### config.mk
export PLATFORM = sky130hd
export DESIGN_NAME = instr_fetch_unit
export DESIGN_NICKNAME = d
export VERILOG_FILES = /design/src/rtl/instr_fetch_unit.sv
export SDC_FILE = /design/constraint.sdc
export NUM_CORES = 1
export LEC_CHECK = 0
export ABC_CLOCK_PERIOD_IN_PS = 3200
export CORE_MARGIN = 3
export CORE_UTILIZATION = 49
export CTS_CLUSTER_DIAMETER = 150
export DETAILED_ROUTE_END_ITERATION = 10
export GPL_TIMING_DRIVEN = 0
export MAX_ROUTING_LAYER = met4
export PLACE_DENSITY = 0.79
export SYNTH_ARGS = -nofsm -noshare
export SYNTH_HDL_FRONTEND = slang
export SYNTH_SLANG_ARGS = --single-unit
### constraint.sdc
create_clock -name clk -period 3.2 [get_ports clk]
set_input_delay 0.8 -clock clk [delete_from_list [all_inputs] [get_ports clk]]
set_output_delay 0.8 -clock clk [all_outputs]
set_load 0.01 [all_outputs]
### src/rtl/instr_fetch_unit.sv
// instr_fetch_unit: IF-stage requester with an in-order fetch queue and FWFT output.
// Latency: a word fetched in cycle N is presented on out_* in cycle N+1; a redirect costs a 1-cycle bubble.
// Backpressure: out_ready=0 fills the queue, then fetch stalls; a full queue that pops still fetches.
// Optional build macro IFU_PERF_CNT_EN adds fetch_cnt/stall_cnt performance counters.
module instr_fetch_unit #(
  parameter logic [31:0] RESET_PC = 32'h0000_0000,
  parameter int          QDEPTH   = 4
) (
  input  logic        clk,
  input  logic        rst,
  output logic [31:0] imem_addr,
  input  logic [31:0] imem_rd,
  output logic        fetch_en,
  input  logic        redirect_valid,
  input  logic [31:0] redirect_pc,
  output logic        out_valid,
  input  logic        out_ready,
  output logic [31:0] out_instr,
  output logic [31:0] out_pc
`ifdef IFU_PERF_CNT_EN
  ,
  output logic [31:0] fetch_cnt,
  output logic [31:0] stall_cnt
`endif
);

  localparam int PW = (QDEPTH > 1) ? $clog2(QDEPTH) : 1;
  localparam int CW = PW + 1;
  localparam logic [CW-1:0] FULL = CW'(QDEPTH);

  logic [31:0]   r_pc;
  logic [CW-1:0] r_count;
  logic [PW-1:0] r_wr_ptr;
  logic [PW-1:0] r_rd_ptr;
  logic [31:0]   r_q_instr [QDEPTH];
  logic [31:0]   r_q_pc    [QDEPTH];

  logic          w_pop;
  logic          w_push;
  logic          w_not_full;
  logic [31:0]   w_redirect_pc;
  logic          w_unused_pc_lsb;

  // Low two bits of the redirect target are dropped: instructions are word aligned.
  assign w_redirect_pc   = {redirect_pc[31:2], 2'b00};
  assign w_unused_pc_lsb = ^redirect_pc[1:0];

  assign w_not_full = (r_count < FULL);
  assign out_valid  = !rst && (r_count != '0);
  assign w_pop      = out_valid && out_ready;
  // A pop frees a slot in the same cycle, so a full queue can still accept the fetched word.
  assign w_push     = !rst && !redirect_valid && (w_not_full || w_pop);
  assign fetch_en   = w_push;
  assign imem_addr  = r_pc;

  assign out_instr  = out_valid ? r_q_instr[r_rd_ptr] : 32'h0;
  assign out_pc     = out_valid ? r_q_pc[r_rd_ptr]    : 32'h0;

  // PC, pointers and occupancy; reset beats redirect, redirect beats normal fetch/pop.
  always_ff @(posedge clk) begin
    if (rst) begin
      r_pc     <= RESET_PC;
      r_count  <= '0;
      r_wr_ptr <= '0;
      r_rd_ptr <= '0;
    end else if (redirect_valid) begin
      r_pc     <= w_redirect_pc;
      r_count  <= '0;
      r_wr_ptr <= '0;
      r_rd_ptr <= '0;
    end else begin
      if (w_push) begin
        r_pc     <= r_pc + 32'd4;
        r_wr_ptr <= r_wr_ptr + PW'(1);
      end
      if (w_pop) begin
        r_rd_ptr <= r_rd_ptr + PW'(1);
      end
      if (w_push && !w_pop) begin
        r_count <= r_count + CW'(1);
      end else if (w_pop && !w_push) begin
        r_count <= r_count - CW'(1);
      end
    end
  end

  // Queue storage: capture the fetched word together with the PC it was read from.
  always_ff @(posedge clk) begin
    if (w_push) begin
      r_q_instr[r_wr_ptr] <= imem_rd;
      r_q_pc[r_wr_ptr]    <= r_pc;
    end
  end

`ifdef IFU_PERF_CNT_EN
  logic [31:0] r_fetch_cnt;
  logic [31:0] r_stall_cnt;
  logic        w_stall;

  // A stall is a live, non-redirect cycle where the full queue blocked the fetch.
  assign w_stall   = !rst && !redirect_valid && !w_push;
  assign fetch_cnt = r_fetch_cnt;
  assign stall_cnt = r_stall_cnt;

  // Performance counters: cleared only by reset, wrap naturally.
  always_ff @(posedge clk) begin
    if (rst) begin
      r_fetch_cnt <= 32'h0;
      r_stall_cnt <= 32'h0;
    end else begin
      if (w_push) begin
        r_fetch_cnt <= r_fetch_cnt + 32'd1;
      end
      if (w_stall) begin
        r_stall_cnt <= r_stall_cnt + 32'd1;
      end
    end
  end
`endif

endmodule
==> summary.txt <==
Yosys
  – Yosys cell types: 57
  – Synth area leaders: edfxtp_1, mux4_2, dfxtp_1
  – Yosys warnings: 0
  – Syn Area/Cell: between 15 and 20 µm²
  – Most common cell in the netlist: edfxtp_1
  – Mapped Area: around 0.012 mm²
  – Top cells by count, synth: edfxtp_1, and2_1, mux4_2
  – Post-synthesis sequential area ratio: 0.7017
  – Top FF cell, synth: edfxtp_1
  – Yosys reg bits: around 290
  – Synth Instances: about 700
  – Synth area leader: edfxtp_1
  – Post-synth top area share: 0.6351
  – Asr flop ratio synth: 0
  – Post-synth EDFFs: approximately 250

Cells and area
  – Area of the multi-input gates: roughly 0.0033 mm²
  – Non-Filler Instances: approximately 1,200
  – Filler cells: roughly 1,600
  – # nets final: a little under 1,000
  – Layout cells sized above 1: 0.1725
  – Layout area overhead: 28.27%
  – Antenna Cells: 0
  – Area taken by flip-flops and latches: 0.008233 mm²

Global routing
  – All-layer global routing usage: 0.2055
  – Met3 Use GR: 0.02889
  – Initial antenna violation count: 0
  – Met1 Resource Use GR: 0.2862
  – First-pass GRT wire length: 40.37 mm
  – Largest net degree at the start of global routing: 48
  – GR peak layer: met2
  – Vias in the first global route: about 7,000
  – Grt met2 use: 0.3318
  – Global route overflow: 0

Route
  – WL per Instance: 20.95 µm
  – Routed wire length: approximately 26 mm
  – Vias after detailed routing: 6,962
  – DRC errors left: 0
  – Initial DRC Count: roughly 580
  – Routed vias/inst: roughly 5.7
  – Post-route ant nets: 0
  – 1st-pass router iterations: 5

Placed design
  – Post-DP HPWL: 16.75 mm
  – Routability cong.: 0.9563
  – IO buf count: approximately 160
  – Placed cells: approximately 1,200

Power and ir drop
  – Cell Pwr Density: around 530 mW/mm²
  – Sw frac: 0.2148
  – Peak supply drop: between 0.0002 and 0.0003 V
  – Power Total: around 7.9 mW
  – Net switching power: between 1.5 and 2 mW
  – Combinational share of power: 0.071
  – Clock power share: 0.390
  – Pleak: about 5.6 nW
  – Internal power: 6.221 mW
  – Reg power frac: 0.538

STA
  – Setup Skew: 12.02 ps
  – Actual slew at the worst max-slew pin: about 700 ps
  – Final setup vio count: 0
  – Max-slew violation count: 0
  – Max Freq: between 300 and 400 MHz
  – Relative slew margins: 0.5282
  – Fin crit share: 0.9748
  – Min Tclk post-route: ~3100 ps
  – Final number of hold-violating endpoints: 0

Flow run
  – Max Cap Viol: 0

Clock tree
  – CTS Buf Count: 28
  – Number of hold buffers added after cts: 0
  – Clock latency on the worst-skew pair: roughly 530 ps
  – H-tree depth: 1
  – Clk Tree Root Cell: clkbuf_16
  – CTS tree: done
  – Clock transition at the registers of the reported paths: 60 ps
  – CTS sink count: between 200 and 300
  – Clk buf depth: 3

Floorplan
  – # IOs: approximately 170
  – Row count: 55
  – Die Wd: 160.7 µm
  – Placeable Area: 0.02305 mm²
  – Die Ht: 160.7 µm
  – Die area: about 0.026 mm²
  – Starting Density: 0.5087

Worst setup path
  – Reg2reg setup slack: just under 700 ps
  – Type of origin of the critical path: input pin
  – CP Capture Type: output port
  – Setup CP Type: in2out
  – Critical path required time: about 2400 ps
  – Slowest CP cell: clkdlybuf4s50_1
  – Crit path DAT: between 2000 and 2500 ps
  – Cell Chain, Critical Path: dlygate4sd2_1, clkbuf_8, nor2_4, buf_12, buf_6, and2_1, clkdlybuf4s50_1
  – Crit path max fanout: 10
  – CP max stage delay: roughly 520 ps
  – R2R depth: 6

Hold path
  – Min-Delay Path Class: reg2reg
  – Hold path cells: 2

Status
  – Status: completed
## worst paths after layout
path                                    from       endpoint
worst min register to register   r_rd_ptr[1]       register
worst min-delay path             r_rd_ptr[1]       register
worst max-delay path                     rst  out_instr[11]
worst max register to register  imem_addr[2]  imem_addr[12]
## cells in the final DEF, fill, tap and decap left out, types with 7 or more instances in the layout
master,n
a311oi_1,7
buf_12,8
nor3_1,14
dfxtp_1,37
o21ai_0,14
and2_1,65
nand2_1,20
dlymetal6s2s_1,33
clkdlybuf4s50_1,96
inv_1,10
mux4_2,62
and3_1,7
edfxtp_1,248
nand4_1,9
buf_4,12
clkbuf_16,29
nor2_1,25
nand3_1,19
clkbuf_1,19
or3_1,7
dlygate4sd2_1,29
a211oi_1,7
o31ai_1,8
## sequential cells by signal (all words and copies together) (netlist names), named ones only
signal and count:
imem_addr 30, r_count 3, r_q_instr 128, r_q_pc 120, r_rd_ptr 2, r_wr_ptr 2
## routing by layer
metal,wire (µm),share of wire
met5,0,0
met4,335,0.013
met1,11060,0.43
met2,12810,0.50
met3,1546,0.060
## cell families (layout without fill, tap and decap cells)
group,after synthesis,in the layout,share of synthesized area
DFF,287,287,0.7017
other,1,4,0.0003198
AOI/OAI and AO/OA,67,67,0.04290
and+or+nand+nor,207,207,0.1008
xor gates and xnor gates,9,9,0.006723
buffers and inverters,52,271,0.01867
muxes,64,64,0.1208
adders and majority gates,7,7,0.008109
## area by class of cell
class / count / share of cell area
plain buffers: 40 / 0.02146
clock buffers: 33 / 0.04925
clock inverters: 17 / 0.008402
inverters: 10 / 0.002496
multi-input cells: 358 / 0.2216
flip-flops and latches: 287 / 0.5474
well taps: 313 / 0.02604
repair buffers: 171 / 0.1234
## critical path, delay by kind of cell
family | cells | cell delay [ps]
buffers and inverters | 5 | 1280
AND/OR/NAND/NOR | 2 | 230
## through the flow
step	worst slack [ps]	setup TNS, ps	instance area (µm²)	hold slack (ps)	utilization
global placement	-1237	-219690	13720	509.4	0.5950
detailed placement	-1265	-74580	13840	512.9	0.6004
finish	80.50	0	15040	531.2	0.6524
CTS	0.1845	0	14940	524.2	0.6480
global route	-5.850	-5.850	15040	566.0	0.6524
floorplan	287.8	0	11740	490.2	-
## repair_timing
item	CTS	global route
setup endpoints to repair	64	35
resized for setup	84	39
pin swaps	1	1
cloned	1	0
buffers inserted	7	1
hold endpoints to repair	0	0
## power by group through the flow
stage / Combinational, mW / Clock, mW / Sequential, mW
2_1_floorplan: 0.242 / 0 / 4.32
3_3_place_gp: 0.540 / 0 / 4.34
3_5_place_dp: 0.559 / 0 / 4.34
4_1_cts: 0.575 / 3.15 / 4.26
5_1_grt: 0.612 / 3.32 / 4.28
6_report: 0.566 / 3.09 / 4.27
No activity file was read; power rests on OpenSTA's default activity.
